`src/rtl/unshuffle_reader.sv`:
```
// unshuffle_reader: reads a pixel-unshuffled image back out of the four
// group-A SRAM banks. It streams the pixels in raster order over a
// valid/ready handshake. One SRAM word holds one 4-pixel column group.
// Two 4-pixel slots (cur, nxt) plus a single outstanding read are enough
// to sustain one pixel per cycle.
module unshuffle_reader #(
    parameter int CH_NUM       = 4,
    parameter int ACT_PER_ADDR = 4,
    parameter int BW_PER_ACT   = 8,
    parameter int IMG_DIM      = 28
) (
    input  logic                                      clk,
    input  logic                                      rst_n,
    input  logic                                      start,
    output logic                                      busy,
    output logic                                      done,
    output logic [3:0]                                n_sram_cen,
    output logic [5:0]                                n_sram_raddr_a,
    input  logic [CH_NUM*ACT_PER_ADDR*BW_PER_ACT-1:0] sram_rdata_a0,
    input  logic [CH_NUM*ACT_PER_ADDR*BW_PER_ACT-1:0] sram_rdata_a1,
    input  logic [CH_NUM*ACT_PER_ADDR*BW_PER_ACT-1:0] sram_rdata_a2,
    input  logic [CH_NUM*ACT_PER_ADDR*BW_PER_ACT-1:0] sram_rdata_a3,
    output logic                                      out_valid,
    input  logic                                      out_ready,
    output logic [BW_PER_ACT-1:0]                     out_data,
    output logic                                      out_last
);

    localparam int         WORD_W   = CH_NUM * ACT_PER_ADDR * BW_PER_ACT;
    localparam int         GRP_NUM  = IMG_DIM / 4;
    localparam logic [4:0] LAST_ROW = 5'(IMG_DIM - 1);
    localparam logic [2:0] LAST_GRP = 3'(GRP_NUM - 1);

    typedef enum logic [1:0] {S_IDLE, S_RUN, S_DRAIN, S_DONE} state_t;

    state_t                         r_state;
    logic                           r_busy;
    logic                           r_done;
    logic [3:0]                     r_cen;
    logic [5:0]                     r_addr;
    // next group to be read
    logic [4:0]                     r_row;
    logic [2:0]                     r_grp;
    logic                           r_issued_all;
    // read pipeline: pend = enable cycle, ret = data-return cycle
    logic                           r_pend;
    logic [1:0]                     r_pend_bank;
    logic [1:0]                     r_pend_rlo;
    logic                           r_pend_last;
    logic                           r_ret;
    logic [1:0]                     r_ret_bank;
    logic [1:0]                     r_ret_rlo;
    logic                           r_ret_last;
    // pixel slots
    logic                           r_cur_valid;
    logic [3:0][BW_PER_ACT-1:0]     r_cur_pix;
    logic [1:0]                     r_cur_k;
    logic                           r_cur_last;
    logic                           r_nxt_valid;
    logic [3:0][BW_PER_ACT-1:0]     r_nxt_pix;
    logic                           r_nxt_last;

    logic                           w_hs;
    logic                           w_cur_vacate;
    logic                           w_cur_free;
    logic                           w_nxt_move;
    logic                           w_ret_to_cur;
    logic                           w_nxt_busy_after;
    logic                           w_can_run;
    logic                           w_issue;
    logic                           w_last_grp;
    logic                           w_final_hs;
    logic [1:0]                     w_bank;
    logic [5:0]                     w_addr;
    logic [WORD_W-1:0]              w_word;
    logic [3:0][BW_PER_ACT-1:0]     w_ext;

    assign out_valid      = r_cur_valid;
    assign out_data       = r_cur_pix[r_cur_k];
    assign out_last       = r_cur_valid & r_cur_last & (r_cur_k == 2'd3);
    assign busy           = r_busy;
    assign done           = r_done;
    assign n_sram_cen     = r_cen;
    assign n_sram_raddr_a = r_addr;

    assign w_hs         = r_cur_valid & out_ready;
    assign w_cur_vacate = w_hs & (r_cur_k == 2'd3);
    assign w_cur_free   = ~r_cur_valid | w_cur_vacate;
    assign w_nxt_move   = r_nxt_valid & w_cur_free;
    // returning data bypasses nxt when the stream would otherwise starve
    assign w_ret_to_cur = r_ret & w_cur_free & ~r_nxt_valid;
    // nxt occupancy after this edge decides whether a new read fits
    assign w_nxt_busy_after = (r_nxt_valid & ~w_nxt_move) | (r_ret & ~w_ret_to_cur);
    assign w_can_run  = (r_state == S_RUN) | ((r_state == S_IDLE) & start);
    assign w_issue    = w_can_run & ~r_issued_all & ~r_pend & ~w_nxt_busy_after;
    assign w_last_grp = (r_row == LAST_ROW) & (r_grp == LAST_GRP);
    assign w_final_hs = w_hs & out_last;
    assign w_bank     = {r_row[2], r_grp[0]};
    assign w_addr     = 6'(r_row[4:3]) * 6'd6 + 6'(r_grp[2:1]);

    // select the bank whose read is returning this cycle
    always_comb begin
        w_word = sram_rdata_a0;
        unique case (r_ret_bank)
            2'd0: w_word = sram_rdata_a0;
            2'd1: w_word = sram_rdata_a1;
            2'd2: w_word = sram_rdata_a2;
            2'd3: w_word = sram_rdata_a3;
        endcase
    end

    // byte position for column offset k: p = {r[0], c[0], r[1], c[1]}, p=0 is MSB
    generate
        for (genvar gi = 0; gi < 4; gi++) begin : g_ext
            localparam logic GI_C0 = 1'(gi % 2);
            localparam logic GI_C1 = 1'(gi / 2);
            logic [3:0]        w_pos;
            logic [WORD_W-1:0] w_shift;
            assign w_pos     = {r_ret_rlo[0], GI_C0, r_ret_rlo[1], GI_C1};
            assign w_shift   = w_word << (BW_PER_ACT * w_pos);
            assign w_ext[gi] = w_shift[WORD_W-1 -: BW_PER_ACT];
        end
    endgenerate

    // control FSM with registered busy/done
    always_ff @(posedge clk or negedge rst_n) begin
        if (!rst_n) begin
            r_state <= S_IDLE;
            r_busy  <= 1'b0;
            r_done  <= 1'b0;
        end else begin
            r_done <= 1'b0;
            unique case (r_state)
                S_IDLE: if (start) begin
                    r_state <= S_RUN;
                    r_busy  <= 1'b1;
                end
                S_RUN: if (w_issue && w_last_grp) r_state <= S_DRAIN;
                S_DRAIN: if (w_final_hs) begin
                    r_state <= S_DONE;
                    r_busy  <= 1'b0;
                    r_done  <= 1'b1;
                end
                S_DONE: r_state <= S_IDLE;
            endcase
        end
    end

    // read issue: bank enable, address and group counters
    always_ff @(posedge clk or negedge rst_n) begin
        if (!rst_n) begin
            r_cen        <= 4'b1111;
            r_addr       <= '0;
            r_row        <= '0;
            r_grp        <= '0;
            r_issued_all <= 1'b0;
        end else begin
            r_cen <= 4'b1111;
            if (w_issue) begin
                r_cen  <= ~(4'b0001 << w_bank);
                r_addr <= w_addr;
                if (w_last_grp) begin
                    r_row        <= '0;
                    r_grp        <= '0;
                    r_issued_all <= 1'b1;
                end else if (r_grp == LAST_GRP) begin
                    r_grp <= '0;
                    r_row <= r_row + 5'd1;
                end else begin
                    r_grp <= r_grp + 3'd1;
                end
            end else if (r_state == S_DONE) begin
                r_issued_all <= 1'b0;
            end
        end
    end

    // track the single outstanding read and what its data belongs to
    always_ff @(posedge clk or negedge rst_n) begin
        if (!rst_n) begin
            r_pend      <= 1'b0;
            r_pend_bank <= '0;
            r_pend_rlo  <= '0;
            r_pend_last <= 1'b0;
            r_ret       <= 1'b0;
            r_ret_bank  <= '0;
            r_ret_rlo   <= '0;
            r_ret_last  <= 1'b0;
        end else begin
            r_pend      <= w_issue;
            r_pend_bank <= w_bank;
            r_pend_rlo  <= r_row[1:0];
            r_pend_last <= w_last_grp;
            r_ret       <= r_pend;
            r_ret_bank  <= r_pend_bank;
            r_ret_rlo   <= r_pend_rlo;
            r_ret_last  <= r_pend_last;
        end
    end

    // cur slot: the group currently being streamed out
    always_ff @(posedge clk or negedge rst_n) begin
        if (!rst_n) begin
            r_cur_valid <= 1'b0;
            r_cur_pix   <= '0;
            r_cur_k     <= '0;
            r_cur_last  <= 1'b0;
        end else if (w_nxt_move) begin
            r_cur_valid <= 1'b1;
            r_cur_pix   <= r_nxt_pix;
            r_cur_k     <= '0;
            r_cur_last  <= r_nxt_last;
        end else if (w_ret_to_cur) begin
            r_cur_valid <= 1'b1;
            r_cur_pix   <= w_ext;
            r_cur_k     <= '0;
            r_cur_last  <= r_ret_last;
        end else if (w_cur_vacate) begin
            r_cur_valid <= 1'b0;
            r_cur_k     <= '0;
        end else if (w_hs) begin
            r_cur_k <= r_cur_k + 2'd1;
        end
    end

    // nxt slot: prefetched group waiting for cur to drain
    always_ff @(posedge clk or negedge rst_n) begin
        if (!rst_n) begin
            r_nxt_valid <= 1'b0;
            r_nxt_pix   <= '0;
            r_nxt_last  <= 1'b0;
        end else if (r_ret && !w_ret_to_cur) begin
            r_nxt_valid <= 1'b1;
            r_nxt_pix   <= w_ext;
            r_nxt_last  <= r_ret_last;
        end else if (w_nxt_move) begin
            r_nxt_valid <= 1'b0;
        end
    end

endmodule

```
`config.mk`:
```
export PLATFORM = sky130hd
export DESIGN_NAME = unshuffle_reader
export DESIGN_NICKNAME = d
export VERILOG_FILES = /design/src/rtl/unshuffle_reader.sv
export SDC_FILE = /design/constraint.sdc
export NUM_CORES = 1
export LEC_CHECK = 0
export CELL_PAD_IN_SITES_DETAIL_PLACEMENT = 0
export CELL_PAD_IN_SITES_GLOBAL_PLACEMENT = 1
export CORE_AREA = 2 2 210 212
export CTS_BUF_LIST = sky130_fd_sc_hd__clkbuf_2
export DETAILED_ROUTE_END_ITERATION = 6
export DIE_AREA = 0 0 212 214
export GPL_ROUTABILITY_DRIVEN = 0
export PLACE_DENSITY_LB_ADDON = 0.1
export SETUP_SLACK_MARGIN = 0.1
export SLEW_MARGIN = 20
export SYNTH_ARGS = -nofsm -noshare
export SYNTH_HDL_FRONTEND = slang
export SYNTH_SLANG_ARGS = --single-unit
```
`constraint.sdc`:
```
create_clock -name clk -period 3.4 [get_ports clk]
set_input_delay 1.02 -clock clk [delete_from_list [all_inputs] [get_ports clk]]
set_output_delay 1.02 -clock clk [all_outputs]
set_load 0.01 [all_outputs]
```
# Yosys cells after proc, flatten, opt, wreduce, memory -nomap -nowiden
# Cells that the tools add are included.
# word_totals
register_bits	105
inputBits	516
# classes
mul	1
n_eq_ne	13
n_reduce_logical	16
n_shift	5
n_bitwise	26
magnitude_cmp	1
muxes	33
n_addsub	4
# op_table
cell	count
one-hot mux 128 bit (4 select lines)	1
left shift 128 x 7 -> 128 bit	4
two-way mux 32 bit	2
binary-select mux 8 bit (select 2 bit)	1
AND 1 bit	15
two-way mux 1 bit	14
two-way mux 2 bit	7
== test 2 bit (second input constant)	5
two-way mux 5 bit	2
nonzero test 2 bit	5
two-way mux 8 bit	1
one-hot mux 2 bit (4 select lines)	1
NOT 1 bit	7
adder 5 x 2 -> 6 bit	1
two-way mux 3 bit	2
AND reduction 3 bit	2
adder 5 x 1 -> 5 bit (second input constant)	1
== test 5 bit (second input constant)	1
== test 2 x 1 -> 1 bit (second input constant)	2
zero test 2 bit	2
multiplier 2 x 2 -> 4 bit (second input constant)	1
two-way mux 4 bit	1
inequality test 2 x 1 -> 1 bit (second input constant)	2
inequality test 2 bit (second input constant)	2
other kinds (13)	17

# Longest topological paths before layout
# logic_depth
ltp_word	13
mapped_depth	9

# Least setup slack after synthesis
# Ideal clock, no wire load.
# synth_timing
kind	flip-flop to output port
from	reg r_cur_k[0]
to	out out_data[0]
required_time_ns	2.380
path_stages_with_launch	3
setup_slack_ns	0.978
arrival_ns	1.402
cell_sequence	dfrtp_1 clkbuf_1 mux4_2
# synth_between
elab_chain_cells	2
# synth_lines
item	line_no	source
start: declaration	57	logic [1:0] r_cur_k;
start signal: assignment	222	r_cur_k <= r_cur_k + 2'd1;
binary-select mux 8 bit (select 2 bit)	79	assign out_data = r_cur_pix[r_cur_k];
two-way mux 8 bit (implied by the code)	79	
end: declaration	25	output logic [BW_PER_ACT-1:0] out_data,
# Every way passes these cells. The select of a mux whose other input is x is not followed.

# Worst setup path in the final report
# layout_timing
from	reg r_cur_k[0]
to	out out_last
# layout_between
elab_chain_cells	2
# layout_lines
item	line_no	source
== test 2 bit	80	assign out_last = r_cur_valid & r_cur_last & (r_cur_k == 2'd3);
AND 1 bit	80	
end: declaration	26	output logic out_last
# Every way passes these cells.

==> impl_results.html <==
<table>
<tr><th>Metric</th><th>Value</th></tr>
<tr><th colspan="2">Cells and area</th></tr>
<tr><td>Footprint of the flip-flops and latches</td><td>approximately 2600 sq um</td></tr>
<tr><td>Fillcell total</td><td>4383</td></tr>
<tr><td>Layout cells sized above 1</td><td>about an eighth</td></tr>
<tr><td>Signed area change from the synthesized netlist to the final layout</td><td>67.8%</td></tr>
<tr><td>Post-layout nets</td><td>roughly 1900</td></tr>
<tr><td>Area used by multi-input combinational logic</td><td>5810 sq um</td></tr>
<tr><th colspan="2">Timing</th></tr>
<tr><td>Final hold violation count</td><td>0</td></tr>
<tr><td>Final setup vio count</td><td>0</td></tr>
<tr><td>Slew Viols, Final</td><td>0</td></tr>
<tr><td>Setup Total Neg Slack</td><td>0 ps</td></tr>
<tr><td>Setup repair after global routing missed its margin</td><td>false</td></tr>
<tr><td>Final period utilization</td><td>92.8%</td></tr>
<tr><td>Worst Hold Slack</td><td>around 320 ps</td></tr>
<tr><td>Upper clock frequency limit</td><td>~320 MHz</td></tr>
<tr><td>Final clock skew</td><td>60.2 ps</td></tr>
<tr><td>Max_slew headroom</td><td>between 40 and 50%</td></tr>
<tr><td>Post-layout min period</td><td>around 3200 ps</td></tr>
<tr><td>Transition time at the pin with the least slew margin</td><td>a little under 900 ps</td></tr>
<tr><th colspan="2">Clock tree</th></tr>
<tr><td>Insertion delay of the later-clocked pin in the worst-skew pair</td><td>around 660 ps</td></tr>
<tr><td>Cell at the root of the clock tree</td><td>sky130_fd_sc_hd__clkbuf_2</td></tr>
<tr><td>Clock tree from TritonCTS</td><td>built</td></tr>
<tr><td>CTS sink cnt</td><td>~110</td></tr>
<tr><td>Buffer levels on the longest clock path</td><td>2</td></tr>
<tr><td>Clock transition at the registers of the reported paths</td><td>300 ps</td></tr>
<tr><td>Cts bufs inserted</td><td>9</td></tr>
<tr><td>Total number of H-tree levels</td><td>3</td></tr>
<tr><th colspan="2">Synthesis</th></tr>
<tr><td>Share of the yosys chip area belonging to registers</td><td>between 20% and 30%</td></tr>
<tr><td>Top cell types by occurrence after synthesis</td><td>sky130_fd_sc_hd__mux2i_1 (103), sky130_fd_sc_hd__dfrtp_1 (101), sky130_fd_sc_hd__nor2_1 (97)</td></tr>
<tr><td>Share of the synthesized area in the top cell type</td><td>roughly 28%</td></tr>
<tr><td>Net count of the mapped netlist</td><td>~1400</td></tr>
<tr><td>Number of storage elements in the synthesis netlist</td><td>105</td></tr>
<tr><td>Post-Syn Area</td><td>~9000 sq um</td></tr>
<tr><td>Most common cell in the netlist</td><td>sky130_fd_sc_hd__mux2i_1</td></tr>
<tr><td>Top FF cell, synth</td><td>sky130_fd_sc_hd__dfrtp_1</td></tr>
<tr><td>Fraction of registers with async set or reset after synthesis</td><td>100%</td></tr>
<tr><td>Number of flops mapped to enable cells by yosys</td><td>0</td></tr>
<tr><td>Largest cells by area after synthesis</td><td>sky130_fd_sc_hd__dfrtp_1 (28%), sky130_fd_sc_hd__mux4_2 (17%), sky130_fd_sc_hd__mux2i_1 (11%), sky130_fd_sc_hd__nor2_1 (4.1%), sky130_fd_sc_hd__a21oi_1 (4.0%)</td></tr>
<tr><td>Cell variety after synth</td><td>55</td></tr>
<tr><td>Cell type contributing the most total cell area after synthesis</td><td>sky130_fd_sc_hd__dfrtp_1</td></tr>
<tr><td>Post-synthesis instance total</td><td>915</td></tr>
<tr><td>Synth warnings</td><td>0</td></tr>
<tr><td>Avg Cell Area, Syn</td><td>just under 10 sq um</td></tr>
<tr><th colspan="2">Route</th></tr>
<tr><td>Routed via count divided by cell count</td><td>around 4.7</td></tr>
<tr><td>First DRT Iteration DRCs</td><td>about 460</td></tr>
<tr><td>Vias</td><td>9434</td></tr>
<tr><td>Detail Route Antenna Nets</td><td>0</td></tr>
<tr><td>DRT Pass-1 Iters</td><td>4</td></tr>
<tr><td>Total wire length</td><td>slightly below 50000 microns</td></tr>
<tr><td>Average wire length per cell after detail routing</td><td>about 24 microns</td></tr>
<tr><td>Total DRC errors in the routed layout</td><td>0</td></tr>
<tr><th colspan="2">Run</th></tr>
<tr><td>Max-cap viol count</td><td>0</td></tr>
<tr><th colspan="2">Power and ir drop</th></tr>
<tr><td>Total power per unit cell area</td><td>approximately 600 nW/um^2</td></tr>
<tr><td>NetSw</td><td>4.08 mW</td></tr>
<tr><td>Logic pwr share</td><td>between 60% and 70%</td></tr>
<tr><td>Worst vdd rail ir drop</td><td>about 0.31 mV</td></tr>
<tr><td>Switching portion of total power</td><td>a little under half</td></tr>
<tr><td>Cell Int Power</td><td>between 4 and 5 mW</td></tr>
<tr><td>Proportion of power drawn by flip-flops and latches</td><td>between 20% and 30%</td></tr>
<tr><td>Clock power share</td><td>~7.3%</td></tr>
<tr><td>Leakage power</td><td>roughly 5.6 nW</td></tr>
<tr><th colspan="2">Floorplanning</th></tr>
<tr><td>Initial Utilization</td><td>a little over a fifth</td></tr>
<tr><td>Die area</td><td>between 40000 and 50000 sq um</td></tr>
<tr><td>Height of the die</td><td>about 210 microns</td></tr>
<tr><td>Area inside the core boundary</td><td>42900 sq um</td></tr>
<tr><td>Row count</td><td>76</td></tr>
<tr><td>IO Pins</td><td>538</td></tr>
<tr><td>Horizontal die dimension</td><td>roughly 210 microns</td></tr>
<tr><th colspan="2">Setup path</th></tr>
<tr><td>Type of the setup path with the least slack</td><td>flip-flop to primary output</td></tr>
<tr><td>Req. time, crit path</td><td>2380 ps</td></tr>
<tr><td>Peak fanout along the critical path</td><td>5</td></tr>
<tr><td>Arrival time of the worst setup path</td><td>between 2000 and 2500 ps</td></tr>
<tr><td>Endpoint class of the critical path</td><td>primary output</td></tr>
<tr><td>Critical path startpoint category</td><td>flip-flop</td></tr>
<tr><td>Depth of the most critical reg-to-reg path</td><td>5</td></tr>
<tr><th colspan="2">Min path</th></tr>
<tr><td>Worst Hold Class</td><td>primary input to async pin</td></tr>
<tr><th colspan="2">Placed design</th></tr>
<tr><td>Half-perimeter wire length after detailed placement</td><td>~39000 microns</td></tr>
<tr><td>Total of buffers placed on input and output ports</td><td>537</td></tr>
<tr><th colspan="2">Global route</th></tr>
<tr><td>Total Routing Usage GR</td><td>20.6%</td></tr>
<tr><td>Number of global-route vias before repair</td><td>around 10000</td></tr>
<tr><td>Number of antenna violations at the first check in global routing</td><td>17</td></tr>
<tr><td>Global-route wire length before repair</td><td>between 60000 and 70000 microns</td></tr>
<tr><td>Largest net degree at the start of global routing</td><td>just over 80</td></tr>
<tr><td>Global route total overflow</td><td>0</td></tr>
<tr><th colspan="2">Outcome</th></tr>
<tr><td>Outcome</td><td>complete, no violations</td></tr>
</table>
[worst paths after layout]
| check | startpoint | endpoint | slack [ps] |
|---|---|---|---|
| setup / recovery | r_cur_k[0]$_DFFE_PN0P_ | out_last | 250 |
| hold / removal | rst_n | r_cur_pix[26]$_DFFE_PN0P_ | 320 |
| setup reg to reg | r_ret_bank[0]$_DFF_PN0_ | r_nxt_pix[1]$_DFFE_PN0P_ | 740 |
| hold reg to reg | r_pend_last$_DFF_PN0_ | r_ret_last$_DFF_PN0_ | 390 |
| max in group asynchronous | rst_n | r_cur_pix[5]$_DFFE_PN0P_ | 2320 |
| min in group clk | r_pend_last$_DFF_PN0_ | r_ret_last$_DFF_PN0_ | 390 |
[cell families after synthesis]
logic type,Yosys count,share of synthesized area [%]
DFF,105,29.3
buffers and inverters,101,6.28
and+or+nand+nor,250,13.0
adders and majority gates,11,1.53
muxes,195,31.3
xor gates and xnor gates,2,0.195
AOI/OAI and AO/OA,251,18.4
[area by class of cell]
| type | count | area share [%] |
|---|---|---|
| diodes | 13 | 0.216 |
| clock buffers | 9 | 0.299 |
| clock inverters | 7 | 0.515 |
| inverters | 15 | 0.390 |
| multi-input cells | 709 | 38.5 |
| flip-flops and latches | 105 | 17.6 |
| well taps | 585 | 4.86 |
| repair buffers | 565 | 37.7 |
[registers in the layout, summed over array words and instances, names as in the netlist, 2 cells and up]
name and cells:
n_sram_cen 4, n_sram_raddr_a 6, r_cur_k 2, r_cur_pix 32
r_grp 3, r_nxt_pix 32, r_pend_bank 2, r_pend_rlo 2
r_ret_bank 2, r_ret_rlo 2, r_row 5, r_state 2
[repair_timing]
action	in CTS	in global routing
endpoints found under the setup margin	9	0
resized for setup	10	0
buffers inserted	3	0
hold buffers	0	0
[layout by cell type (no fill, tap or decap), types with 3 or more instances in the layout]
cell type / netlist / routed
sky130_fd_sc_hd__a22o_1: 21 / 21
sky130_fd_sc_hd__nor3_1: 16 / 16
sky130_fd_sc_hd__nor2_1: 97 / 96
sky130_fd_sc_hd__o311ai_0: 6 / 6
sky130_fd_sc_hd__mux4_2: 66 / 66
sky130_fd_sc_hd__o22ai_1: 8 / 8
sky130_fd_sc_hd__a31oi_1: 4 / 4
sky130_fd_sc_hd__nand2b_1: 12 / 12
sky130_fd_sc_hd__dfrtp_4: 0 / 3
sky130_fd_sc_hd__o21ai_0: 61 / 60
sky130_fd_sc_hd__dfrtp_1: 101 / 96
sky130_fd_sc_hd__nand3_1: 5 / 5
sky130_fd_sc_hd__o21a_1: 3 / 3
sky130_fd_sc_hd__clkdlybuf4s50_1: 0 / 528
sky130_fd_sc_hd__a2111oi_2: 5 / 5
sky130_fd_sc_hd__and2_1: 3 / 3
sky130_fd_sc_hd__o221ai_1: 12 / 12
sky130_fd_sc_hd__nor2b_1: 3 / 3
sky130_fd_sc_hd__buf_12: 3 / 8
sky130_fd_sc_hd__mux2i_1: 103 / 103
sky130_fd_sc_hd__o221a_2: 6 / 6
sky130_fd_sc_hd__nand2_1: 76 / 76
sky130_fd_sc_hd__a21oi_1: 72 / 72
sky130_fd_sc_hd__diode_2: 0 / 13
sky130_fd_sc_hd__buf_4: 8 / 20
sky130_fd_sc_hd__inv_1: 13 / 13
sky130_fd_sc_hd__mux2_2: 24 / 24
sky130_fd_sc_hd__clkbuf_2: 1 / 9
sky130_fd_sc_hd__dfstp_2: 4 / 4
sky130_fd_sc_hd__nand3b_1: 24 / 24
sky130_fd_sc_hd__dlygate4sd2_1: 0 / 8
sky130_fd_sc_hd__ha_1: 11 / 11
sky130_fd_sc_hd__a22oi_1: 9 / 9
sky130_fd_sc_hd__or3_1: 4 / 4
sky130_fd_sc_hd__a211oi_1: 35 / 35
[power groups by stage]
stage          sequential, mW  combinational (mW)  clock, mW
3_3_place_gp             2.31                6.07          0
3_5_place_dp             2.32                6.11          0
4_1_cts                  2.27                6.15      0.678
5_1_grt                  2.34                6.56      0.719
2_1_floorplan            1.96                4.13          0
6_report                 2.25                5.98      0.647
[routing by layer]
metal	global-route usage, %	share of wire, %	vias to the layer above
met1	22.7	38	4560
met5	0	0.096	-
met2	38.1	52	365
met4	5.21	1.6	6
li1	-	-	4463
met3	6.17	7.9	40
[worst max-delay path: stages (launching register included)]
cell and delay (ps):
sky130_fd_sc_hd__dfrtp_1 470, sky130_fd_sc_hd__buf_4 150, sky130_fd_sc_hd__ha_1 240, sky130_fd_sc_hd__and3_1 190, sky130_fd_sc_hd__clkdlybuf4s50_1 480
[stage by stage]
step	instance area (sq um)	total power, mW	utilization, %	setup slack, ps	cells
floorplan	8980	6.09	-	978	915
global placement	14900	8.38	34.7	479	1976
detailed placement	14900	8.43	34.7	441	1976
CTS	15000	9.10	35.1	173	1995
global route	15100	9.62	35.2	120	2008
finish	15100	8.88	35.2	246	2008
(Power assumes the default switching activity.)
